[config.mk]
export PLATFORM = sky130hd
export DESIGN_NAME = pixel_fifo_writer
export DESIGN_NICKNAME = d
export VERILOG_FILES = /design/src/rtl/pixel_fifo_writer.sv
export SDC_FILE = /design/constraint.sdc
export NUM_CORES = 1
export LEC_CHECK = 0
export ABC_AREA = 1
export CORE_UTILIZATION = 57
export DETAILED_ROUTE_END_ITERATION = 12
export GPL_ROUTABILITY_DRIVEN = 0
export HOLD_SLACK_MARGIN = 0.05
export MAX_ROUTING_LAYER = met4
export PLACE_DENSITY_LB_ADDON = 0.08
export SLEW_MARGIN = 20
export SYNTH_ARGS = -nofsm -noshare
export SYNTH_HDL_FRONTEND = slang
export SYNTH_SLANG_ARGS = --single-unit
export TNS_END_PERCENT = 20
[constraint.sdc]
create_clock -name clk -period 5 [get_ports clk]
set_input_delay 0.75 -clock clk [delete_from_list [all_inputs] [get_ports clk]]
set_output_delay 0.75 -clock clk [all_outputs]
set_load 0.02 [all_outputs]
[src/rtl/pixel_fifo_writer.sv]
// ---------------------------------------------------------------------------
// pixel_fifo_writer
//
// Write-side streamer for the dual-clock pixel FIFO feeding the VGA reader.
// Accepts pixels from the frame composer over valid/ready and writes them
// into the FIFO through a registered wrreq/data pair backed by one skid
// register, so wrfull back-pressure never loses or duplicates a pixel.
// Tracks the raster position of the next pixel to be committed and pulses
// frame_done once the whole frame has been written.
//
// Ports
//   clk          system clock (single clock domain)
//   rst_n        synchronous active-low reset
//   frame_start  request to stream one frame, sampled only in IDLE
//   s_pixel      source pixel {R[23:16], G[15:8], B[7:0]}
//   s_valid      s_pixel is valid
//   s_ready      block accepts s_pixel this cycle (registered)
//   fifo_data    FIFO write data (registered)
//   fifo_wrreq   FIFO write request (registered)
//   fifo_wrfull  FIFO full, write-clock domain
//   x, y         column / row of the next pixel to be committed
//   busy         high whenever the FSM is not in IDLE
//   frame_done   one-cycle pulse after the final commit of a frame
// ---------------------------------------------------------------------------
module pixel_fifo_writer #(
    parameter int H_ACTIVE = 640,
    parameter int V_ACTIVE = 480,
    parameter int PIXEL_W  = 24
) (
    input  logic               clk,
    input  logic               rst_n,
    input  logic               frame_start,
    input  logic [PIXEL_W-1:0] s_pixel,
    input  logic               s_valid,
    output logic               s_ready,
    output logic [PIXEL_W-1:0] fifo_data,
    output logic               fifo_wrreq,
    input  logic               fifo_wrfull,
    output logic [9:0]         x,
    output logic [9:0]         y,
    output logic               busy,
    output logic               frame_done
);

    localparam int FRAME_PIX = H_ACTIVE * V_ACTIVE;
    localparam int ACC_W     = $clog2(FRAME_PIX + 1);

    localparam logic [ACC_W-1:0] ACC_FULL = ACC_W'(FRAME_PIX);
    localparam logic [ACC_W-1:0] ACC_ONE  = ACC_W'(1);
    localparam logic [9:0]       X_LAST   = 10'(H_ACTIVE - 1);
    localparam logic [9:0]       Y_LAST   = 10'(V_ACTIVE - 1);

    typedef enum logic [1:0] {
        IDLE   = 2'd0,
        STREAM = 2'd1,
        FLUSH  = 2'd2,
        DONE   = 2'd3
    } state_t;

    state_t             state_r;
    logic               skid_valid_r;
    logic [PIXEL_W-1:0] skid_data_r;
    logic [ACC_W-1:0]   acc_cnt_r;

    logic               accept_s;
    logic               commit_s;
    state_t             state_nxt_s;
    logic               out_valid_nxt_s;
    logic [PIXEL_W-1:0] out_data_nxt_s;
    logic               skid_valid_nxt_s;
    logic [PIXEL_W-1:0] skid_data_nxt_s;
    logic [ACC_W-1:0]   acc_nxt_s;
    logic [9:0]         x_nxt_s;
    logic [9:0]         y_nxt_s;
    logic               s_ready_nxt_s;

    // Next-state logic: buffer steering, counters, FSM transitions, ready.
    always_comb begin
        accept_s         = s_valid & s_ready;
        commit_s         = fifo_wrreq & ~fifo_wrfull;

        out_valid_nxt_s  = fifo_wrreq;
        out_data_nxt_s   = fifo_data;
        skid_valid_nxt_s = skid_valid_r;
        skid_data_nxt_s  = skid_data_r;
        acc_nxt_s        = acc_cnt_r;
        x_nxt_s          = x;
        y_nxt_s          = y;
        state_nxt_s      = state_r;

        // Output register free this cycle: skid pixel has priority to keep
        // order. Ready is only high with an empty skid, so an accept and a
        // full skid never coincide.
        if (!fifo_wrreq || commit_s) begin
            if (skid_valid_r) begin
                out_valid_nxt_s  = 1'b1;
                out_data_nxt_s   = skid_data_r;
                skid_valid_nxt_s = 1'b0;
            end else if (accept_s) begin
                out_valid_nxt_s  = 1'b1;
                out_data_nxt_s   = s_pixel;
            end else begin
                out_valid_nxt_s  = 1'b0;
            end
        end else begin
            // Output register stalled: park the accepted pixel in the skid.
            if (accept_s) begin
                skid_valid_nxt_s = 1'b1;
                skid_data_nxt_s  = s_pixel;
            end else begin
                skid_valid_nxt_s = skid_valid_r;
            end
        end

        if (accept_s) begin
            acc_nxt_s = acc_cnt_r + ACC_ONE;
        end else begin
            acc_nxt_s = acc_cnt_r;
        end

        // Raster position advances per commit; y wraps after the final pixel.
        if (commit_s) begin
            if (x == X_LAST) begin
                x_nxt_s = 10'd0;
                if (y == Y_LAST) begin
                    y_nxt_s = 10'd0;
                end else begin
                    y_nxt_s = y + 10'd1;
                end
            end else begin
                x_nxt_s = x + 10'd1;
            end
        end else begin
            x_nxt_s = x;
        end

        case (state_r)
            IDLE: begin
                if (frame_start) begin
                    state_nxt_s = STREAM;
                    acc_nxt_s   = '0;
                    x_nxt_s     = 10'd0;
                    y_nxt_s     = 10'd0;
                end else begin
                    state_nxt_s = IDLE;
                end
            end
            STREAM: begin
                if (acc_nxt_s == ACC_FULL) begin
                    state_nxt_s = FLUSH;
                end else begin
                    state_nxt_s = STREAM;
                end
            end
            FLUSH: begin
                if (!out_valid_nxt_s && !skid_valid_nxt_s) begin
                    state_nxt_s = DONE;
                end else begin
                    state_nxt_s = FLUSH;
                end
            end
            DONE: begin
                state_nxt_s = IDLE;
            end
            default: begin
                state_nxt_s = IDLE;
            end
        endcase

        // Ready is precomputed for the next cycle so it can be registered;
        // looking at the next acc count prevents accepting past the frame.
        s_ready_nxt_s = (state_nxt_s == STREAM) && !skid_valid_nxt_s &&
                        (acc_nxt_s < ACC_FULL);
    end

    // State, buffers, counters and all registered outputs.
    always_ff @(posedge clk) begin
        if (!rst_n) begin
            state_r      <= IDLE;
            skid_valid_r <= 1'b0;
            skid_data_r  <= '0;
            acc_cnt_r    <= '0;
            fifo_wrreq   <= 1'b0;
            fifo_data    <= '0;
            x            <= 10'd0;
            y            <= 10'd0;
            s_ready      <= 1'b0;
            busy         <= 1'b0;
            frame_done   <= 1'b0;
        end else begin
            state_r      <= state_nxt_s;
            skid_valid_r <= skid_valid_nxt_s;
            skid_data_r  <= skid_data_nxt_s;
            acc_cnt_r    <= acc_nxt_s;
            fifo_wrreq   <= out_valid_nxt_s;
            fifo_data    <= out_data_nxt_s;
            x            <= x_nxt_s;
            y            <= y_nxt_s;
            s_ready      <= s_ready_nxt_s;
            busy         <= (state_nxt_s != IDLE);
            frame_done   <= (state_nxt_s == DONE);
        end
    end

endmodule
==> reports/summary.txt, run 1 <==
status: finished, final reports clean
area of the mapped netlist: 4513 um^2
Final Power: 1.408 mW
CP cell instances: clkdlybuf4s50_1 -> buf_4 -> inv_1 -> nor2_1 -> clkinv_1 -> a211oi_1
initial antenna violation count: 0
Via Count: 4397
drt total wl: 10270 um
CP max-delay cell: clkinv_1
FFs w/ async S/R, synth: 0
Final Hold Fails: 0
syn nets: 692
num rows: 32
Hold WC Path Type: flop to flop
first-pass GRT wire length: 17710 um
Setup TNS Final: 0 ps
Main synth FF type: dfxtp_1
Design Area, Final: 5532 um^2
Final min period: 3188 ps
num ports: 77
Slew @ Worst Pin: 737.7 ps
Max Fclk: 313.6 MHz
sequential fraction of the synthesis area: 0.4170
Gate Count Post-Synth: 660
core area: 7687 um^2
root cell of the clock tree: clkbuf_8
Post-CTS Setup Inserts: 0
max-slew violation count: 0
Worst-Skew Late Latency: 350 ps
Die W: 90.98 um
Mean Syn Cell Area: 6.838 um^2
Num Clock Sinks: 94
Finished Core Util: 0.7196
clock skew: 6.330 ps
DR vias/cell: 5.266
final antenna-violating net count: 0
total of warnings raised by yosys: 0
CP delay by family, top: buffers and inverters
Sequential Power Share: 0.553
CP peak stage delay: 780 ps
Worst Setup End Kind: flop
placed cells: 819
vias in the first global route: 4099
IO Port Bufs: 76
post-CTS sizing: 0
drt drc: 0
switching part of the total power: 0.2655
remaining global-route overflow: 0
Top Layer Used: met4
Yosys reg bits: 94
Iter 0 DRT Violations: 192
relative slew slack: 0.5051
DR WL/cell: 12.30 um
area post-placement: 5344 um^2
CP max FO: 53
Starting Density: 0.5871
pwr/cell area: 254.6 nW/um^2
hold-fix buffers at CTS: 0
Clock Power Share: 0.342
Max Cap Violations: 0
Arrival @ worst endpoint: 3450 ps
Leak: 2.350 nW
chip height: 90.98 um
CTS H-tree lvls: 3
Setup CP Type: input pin to flop
area delta synth->final: 22.57%
non-filler cells, final: 835
unrepaired setup endpoints after global routing: no
Peak VDD IR: 0.1813 mV
Die ar.: 8277 um^2
HPWL after detailed placement: 7282 um
met3 WL: 457 um
Worst setup SP type: input pin
TritonCTS clock tree: yes
period utilization: 0.6377
First-pass DRT Iterations: 5
library cells used by synthesis: 38
Bufs and invs on worst path: 4
clk buf depth: 2
largest net degree at the start of global routing: 54
worst path required time: 5260 ps
routed wl met2: 5010 um
fraction of layout cells with a size suffix above 1: 0.06958
Setup Viol. Count Final: 0
Global Route Usage Sum: 0.2670
CTS clock-pin slew for the worst setup and hold paths: 100 ps
sw power: 374.0 uW
Power Internal: 1.034 mW
antenna cells: 0
Num CTS Buffers: 9
part of the power in combinational logic: 0.106
Final nets: 760
wl on met1: 4695 um
EDFF count, synth: 0
[through the flow]
step / hold WS (ps) / worst slack, ps
after floorplan: 492.8 / 3068
after global placement: 488.7 / 1532
after detailed placement: 505.9 / 1452
after CTS: 515.9 / 1828
after global routing: 548.7 / 1544
final: 515.9 / 1812
[cells by family (layout without fill, tap and decap cells)]
logic type               after synthesis  in the layout  share of synthesized area
AO/OA/AOI/OAI                        150            150                     0.1738
XOR/XNOR                               5              5                   0.009703
adder cells (fa/ha/maj)                3              3                   0.008318
buffers and inverters                109            182                    0.09176
flip-flops                            94             94                     0.4170
AND/OR/NAND/NOR                      299            299                     0.2994
[synthesized netlist by cell type, types with 4 or more instances]
library cell  count  area [um^2]
dfxtp_1          94         1882
inv_1            81        304.0
o21ai_0          53        265.3
nor3_1            8        40.04
nor2_4            6        67.56
nand4_1          12        75.07
nand3_1          28        140.1
nor2_1           93        349.1
a21oi_1          85        425.4
clkbuf_1         20        75.07
nand2_1         127        476.7
nor2_2            5        31.28
xor2_1            4        35.03
[layer usage]
layer / vias up / GRT usage
met4: 0 / 0.06349
met5: - / -
met2: 110 / 0.4628
met3: 12 / 0.04104
met1: 2011 / 0.3270
li1: 2264 / -
[final timing paths]
check                   from    to  slack [ps]  cells past startpoint
setup / recovery       rst_n  x[0]        1810                      6
hold / removal          x[7]  x[8]         520                      2
setup reg to reg  state_r[1]  x[0]        2680                      6
hold reg to reg         x[7]  x[8]         520                      2
[placed cells by master (no fill, tap or decap), types with 3 or more instances in the layout]
| cell | netlist | layout |
|---|---|---|
| a21oi_1 | 85 | 85 |
| buf_4 | 0 | 4 |
| clkbuf_8 | 0 | 10 |
| clkdlybuf4s50_1 | 0 | 76 |
| dfxtp_1 | 94 | 94 |
| ha_1 | 3 | 3 |
| inv_1 | 81 | 80 |
| inv_2 | 3 | 4 |
| inv_6 | 0 | 4 |
| nand2_1 | 127 | 127 |
| nand2_2 | 3 | 3 |
| nand2_4 | 3 | 3 |
| nand3_1 | 28 | 28 |
| nand3b_1 | 3 | 3 |
| nand4_1 | 12 | 12 |
| nor2_1 | 93 | 92 |
| nor2_2 | 5 | 6 |
| nor2_4 | 6 | 6 |
| nor3_1 | 8 | 8 |
| nor4_1 | 3 | 3 |
| o21ai_0 | 53 | 53 |
| or2_2 | 3 | 3 |
| xor2_1 | 4 | 4 |
[state kept, by name, summed over array words and instances (netlist names), 2 cells and up]
name	cells
x	10
skid_data_r	24
fifo_data	24
acc_cnt_r	19
y	10
state_r	2
[area by class of cell]
class	instances	area (um^2)
clock inverters	6	50.05
clock buffers	10	137.6
well taps	102	127.6
flip-flops and latches	94	1882
repair buffers	80	790.8
multi-input cells	457	2220
fillers	652	2156
inverters	86	324.1
[power groups by stage]
stage / combinational [mW] / sequential, mW / clock, mW
6_report: 0.149 / 0.778 / 0.481
3_3_place_gp: 0.145 / 0.795 / 0
4_1_cts: 0.149 / 0.778 / 0.490
3_5_place_dp: 0.148 / 0.795 / 0
5_1_grt: 0.163 / 0.781 / 0.525
2_1_floorplan: 0.0618 / 0.812 / 0
[tightest hold or removal path, delay by kind of cell, from the launching register on]
kind            cells  cell delay [ps]
simple gates        1               80
flops               1              340
compound gates      1               60
(Power assumes the default switching activity.)
==> inputs of run 2 (changes only) <==
- CORE_UTILIZATION: 57 -> 48
- clock period: 5 -> 2.8 ns (I/O delays scaled with it)
==> reports/summary.txt, run 2 (synthesis results as in run 1) <==
CP cell instances: clkdlybuf4s50_1 -> nand2_4 -> nor2_8 -> nand2_4 -> nor2_4 -> nand2_1 -> nand2_1 -> nand3_1 -> nor2_1 -> nand3_1 -> nand2_1 -> nand2_1 -> nand2_1 -> nand2_1
Iter 0 DRT Violations: 116 (-40%)
Via Count: 4285 (-2.5%)
root cell of the clock tree: clkbuf_8
area delta synth->final: 24.37%
reg2reg start: acc_cnt_r[0]
part of the power in combinational logic: 0.100 (-0.006)
CP Launch Point: s_valid
Worst Setup End Kind: flop
post-CTS sizing: 0 (unchanged)
pre-CTS setup slack: 349.8 ps (-1103 ps)
Die W: 98.97 um (+8.8%)
most frequent cells in the layout: nand2_1, dfxtp_1, nor2_1
relative slew slack: 0.7007 (+0.1955)
Setup CP Type: input pin to flop
Num CTS Buffers: 9 (unchanged)
FF-to-FF End: busy
Setup Viol. Count Final: 0 (unchanged)
Num Clock Sinks: 94 (unchanged)
CP most frequent cell: nand2_1
antenna cells: 0 (unchanged)
clock skew: 13.41 ps (+7.076 ps)
flop2flop setup slack: 810 ps (-1870 ps)
drt drc: 0 (unchanged)
Hold WC Path Type: flop to flop
setup ws final: 721.7 ps (-1090 ps)
Starting Density: 0.4931 (-0.09398)
Power Internal: 2.015 mW (+95%)
DR WL/cell: 12.30 um (about the same)
CTS H-tree lvls: 3 (unchanged)
sw power: 692.8 uW (+85%)
largest net degree at the start of global routing: 53 (-1.9%)
hold-fix buffers at CTS: 0 (unchanged)
Largest regs: fifo_data x24, skid_data_r x24, acc_cnt_r x19
initial antenna violation count: 0 (unchanged)
placed cells: 832 (+1.6%)
CTS clock-pin slew for the worst setup and hold paths: 100 ps (about the same)
core area: 9153 um^2 (+19%)
IO Port Bufs: 76 (unchanged)
clk buf depth: 2 (unchanged)
DR vias/cell: 5.053 (-4.0%)
Hold Path End: x[8]
pwr/cell area: 482.4 nW/um^2 (+89%)
Leak: 2.396 nW (+2.0%)
Sequential Power Share: 0.513 (-0.040)
worst path required time: 3060 ps (-2200 ps)
Worst setup SP type: input pin
status: finished, final reports clean
Worst-Skew Late Latency: 360 ps (about the same)
CP max-delay cell: clkdlybuf4s50_1
Clock Power Share: 0.387 (+0.045)
worst hold start: x[7]
Max Fclk: 481.2 MHz
HPWL after detailed placement: 7520 um (+3.3%)
Final nets: 764 (+0.53%)
period utilization: 0.7423
num ports: 77 (unchanged)
remaining global-route overflow: 0 (unchanged)
CP peak stage delay: 620 ps (-160 ps)
Final min period: 2078 ps
First-pass DRT Iterations: 4 (-1)
CP max FO: 9 (-83%)
Hold Path Stages: 2 (unchanged)
Setup TNS Final: 0 ps (unchanged)
TritonCTS clock tree: yes
Max Cap Violations: 0 (unchanged)
fill count: 848 (+30%)
final antenna-violating net count: 0 (unchanged)
Die ar.: 9794 um^2 (+18%)
Worst R2R Path Depth: 13 (+7)
vias in the first global route: 3929 (-4.1%)
switching part of the total power: 0.2559 (-0.009673)
Finished Core Util: 0.6133 (-0.1063)
drt total wl: 10430 um (+1.6%)
Final Hold Fails: 0 (unchanged)
first-pass GRT wire length: 17640 um (-0.39%)
Global Route Usage Sum: 0.2278 (-0.03924)
commonest non-fill, non-tap cell in the layout: nand2_1
Slew @ Worst Pin: 444.9 ps (-292.8 ps)
unrepaired setup endpoints after global routing: no
max-slew violation count: 0 (unchanged)
fraction of layout cells with a size suffix above 1: 0.07191 (+0.002336)
Arrival @ worst endpoint: 2340 ps (-1110 ps)
Peak VDD IR: 0.3174 mV (+75%)
Post-CTS Setup Inserts: 0 (unchanged)
chip height: 98.97 um (+8.8%)
non-filler cells, final: 848 (+1.6%)
num rows: 35 (+9.4%)
## run 2: changes by cell type in the layout (fill, tap and decap cells not counted), sizes merged
cell      before  now
buf            4    8
clkinvlp       2    0
bufinv         0    2
## run 2: final cells by class
class	instances	area, um^2	area share
Timing Repair Buffer	84	820.8	0.1462
Tap cell	111	138.9	0.02474
Inverter	86	324.1	0.05774
Clock buffer	10	127.6	0.02274
Multi-Input combinational cell	457	2220	0.3955
Sequential cell	94	1882	0.3353
Clock inverter	6	100.1	0.01783
## run 2: power groups by stage
stage,sequential [mW],clock (mW),combinational (mW)
after floorplan,1.45,0,0.110
after global placement,1.42,0,0.267
after detailed placement,1.42,0,0.272
after CTS,1.39,1.06,0.273
after global routing,1.40,1.13,0.298
final,1.39,1.05,0.271
## run 2: how the worst max path moves through the flow
stage	endpoint	slack [ps]	cells past startpoint
after floorplan	busy	1000	15
after global placement	busy	400	16
after detailed placement	busy	350	14
after CTS	busy	730	14
after global routing	busy	440	16
final	busy	720	14
## run 2: routing by layer
metal | track usage | vias to the layer above | wire length (um)
li1 | - | 2273 | -
met1 | 0.2758 | 1927 | 4909
met2 | 0.3830 | 74 | 5030
met3 | 0.05390 | 11 | 381
met4 | 0.05281 | 0 | 109
met5 | - | - | 0
## run 2: per-stage QoR
step | power (mW) | hold slack, ps | area, um^2
6_report | 2.708 | 510.7 | 5613
3_5_place_dp | 1.691 | 496.6 | 5385
2_1_floorplan | 1.561 | 492.8 | 4513
5_1_grt | 2.820 | 539.5 | 5613
4_1_cts | 2.726 | 505.3 | 5613
3_3_place_gp | 1.687 | 487.2 | 5385
## run 2: worst max-delay path: cells and delay by family
family	cells	cell delay, ps
simple gates	13	1300
buf+inv	1	620
==> inputs of run 3 (changes only) <==
- clock period: 2.8 -> 1.77 ns (I/O delays scaled with it)
==> reports/summary.txt, run 3 (synthesis results as in run 1) <==
status: finished with violations
failing checks: setup timing
setup ws final: -25.79 ps (-747.5 ps)
CTS H-tree lvls: 3 (unchanged)
Num Clock Sinks: 94 (unchanged)
pwr/cell area: 660.7 nW/um^2 (+37%)
DR WL/cell: 12.42 um (+0.93%)
Global Route Usage Sum: 0.2510 (+0.02326)
first-pass GRT wire length: 19330 um (+9.6%)
unrepaired setup endpoints after global routing: yes
commonest non-fill, non-tap cell in the layout: nand2_1
Via Count: 4626 (+8.0%)
Leak: 2.804 nW (+17%)
most frequent cells in the layout: nand2_1, a21oi_1, nor2_1
Worst setup SP type: flop
vias in the first global route: 4490 (+14%)
num rows: 35 (unchanged)
Die ar.: 9794 um^2 (unchanged)
drt total wl: 11340 um (+8.7%)
initial antenna violation count: 0 (unchanged)
CP most frequent cell: nand2_1
Largest regs: fifo_data x24, skid_data_r x24, acc_cnt_r x19
largest net degree at the start of global routing: 49 (-7.5%)
worst path required time: 2040 ps (-1020 ps)
Arrival @ worst endpoint: 2070 ps (-270 ps)
Crit path depth: 15 (+1)
fraction of layout cells with a size suffix above 1: 0.2070 (+0.1351)
Setup CP Type: flop to flop
Hold Path Stages: 3 (+1)
Slew @ Worst Pin: 452.9 ps (+8.033 ps)
area post-placement: 5862 um^2 (+8.9%)
area delta synth->final: 39.81%
clk buf depth: 2 (unchanged)
Die W: 98.97 um (unchanged)
CP delay by family, top: simple AND/OR/NAND/NOR gates
Setup Viol. Count Final: 2 (+2)
Worst R2R Path Depth: 15 (+2)
IO Port Bufs: 76 (unchanged)
Starting Density: 0.4931 (unchanged)
period utilization: 1.015
Max Cap Violations: 0 (unchanged)
remaining global-route overflow: 0 (unchanged)
Final min period: 1796 ps
Bufs and invs on worst path: 1 (unchanged)
clock skew: 6.827 ps (-6.579 ps)
CP max-delay cell: dfxtp_4
Final Hold Fails: 0 (unchanged)
First-pass DRT Iterations: 6 (+2)
Num CTS Buffers: 9 (unchanged)
Hold WC Path Type: input pin to flop
DR vias/cell: 5.067 (+0.27%)
CP peak stage delay: 370 ps (-250 ps)
TritonCTS clock tree: yes
Worst-Skew Late Latency: 370 ps (about the same)
CP max FO: 3 (-6)
relative slew slack: 0.6980 (-0.002620)
Iter 0 DRT Violations: 134 (+16%)
Max Fclk: 556.9 MHz
Final nets: 829 (+8.5%)
hold-fix buffers at CTS: 0 (unchanged)
Final Power: 4.169 mW (+54%)
drt drc: 0 (unchanged)
Design Area, Final: 6310 um^2 (+12%)
chip height: 98.97 um (unchanged)
core area: 9153 um^2 (unchanged)
antenna cells: 0 (unchanged)
CTS clock-pin slew for the worst setup and hold paths: 90 ps (about the same)
HPWL after detailed placement: 8170 um (+8.6%)
Worst Setup End Kind: flop
num ports: 77 (unchanged)
Peak VDD IR: 0.6001 mV (+89%)
root cell of the clock tree: clkbuf_8
CP cell instances: ha_4 -> nand3_1 -> nand2_1 -> inv_1 -> nand2_1 -> nor2_1 -> nand2_1 -> nor2_1 -> nand2_1 -> nor2_1 -> nand3_2 -> nand2_1 -> nand2_1 -> nand2_1 -> nand2_1
max-slew violation count: 0 (unchanged)
final antenna-violating net count: 0 (unchanged)
run 3: changes by cell type in the layout (fill, tap and decap cells not counted), sizes merged:
| cell | before | now |
|---|---|---|
| clkdlybuf4s50 | 76 | 70 |
| clkinvlp | 0 | 2 |
| buf | 8 | 73 |
| dlygate4sd2 | 0 | 3 |
| dlymetal6s2s | 0 | 3 |
| clkbuf | 10 | 11 |
| inv | 88 | 86 |
| bufinv | 2 | 1 |
run 3: path summary, 6_finish.rpt:
kind	endpoint	slack [ps]	startpoint
worst min-delay path	skid_data_r[18]	450	s_pixel[18]
worst min register to register	skid_valid_r	510	fifo_wrreq
worst max register to register	busy	-30	acc_cnt_r[1]
worst max-delay path	busy	-30	acc_cnt_r[1]
run 3: tightest hold or removal path: cells and delay by family:
| family | cells | cell delay, ps |
|---|---|---|
| compound gates | 1 | 60 |
| buf+inv | 2 | 450 |
run 3: area by class of cell:
class	count	area [um^2]
fillers	796	2843
clock inverters	5	65.06
clock buffers	11	141.4
repair buffers	149	1338
well taps	111	138.9
multi-input cells	457	2397
flip-flops and latches	94	1906
inverters	86	324.1
run 3: routing by layer:
metal / wire length [um] / GRT usage / up-vias / share of wire
li1: - / - / 2409 / -
met1: 4977 / 0.2863 / 2090 / 0.44
met2: 5588 / 0.4250 / 112 / 0.49
met3: 564 / 0.06383 / 15 / 0.050
met4: 204 / 0.09070 / 0 / 0.018
met5: 0 / - / - / 0
run 3: what timing repair did:
action	CTS	global route
pin swaps	2	22
resized for setup	14	56
endpoints found under the setup margin	7	24
hold endpoints to repair	0	0
gates cloned	0	0
buffers inserted	0	5
run 3: stage by stage:
stage	setup TNS (ps)	hold slack (ps)	util	instances	worst slack (ps)
after floorplan	-18.77	403.9	-	660	-13.25
after global placement	-12750	492.3	0.6405	892	-378.0
after detailed placement	-15320	507.2	0.6405	892	-409.4
after CTS	-48.01	428.2	0.6651	908	-31.91
after global routing	-674.4	446.5	0.6894	913	-188.0
final	-38.30	447.4	0.6894	913	-25.79
run 3: where the power goes:
part | switching [mW] | leakage, nW | total [mW] | internal, mW
combinational | 0.249 | 1.94 | 0.469 | 0.220
clock | 0.799 | 0.0981 | 1.51 | 0.707
sequential | 0.0319 | 0.768 | 2.19 | 2.16
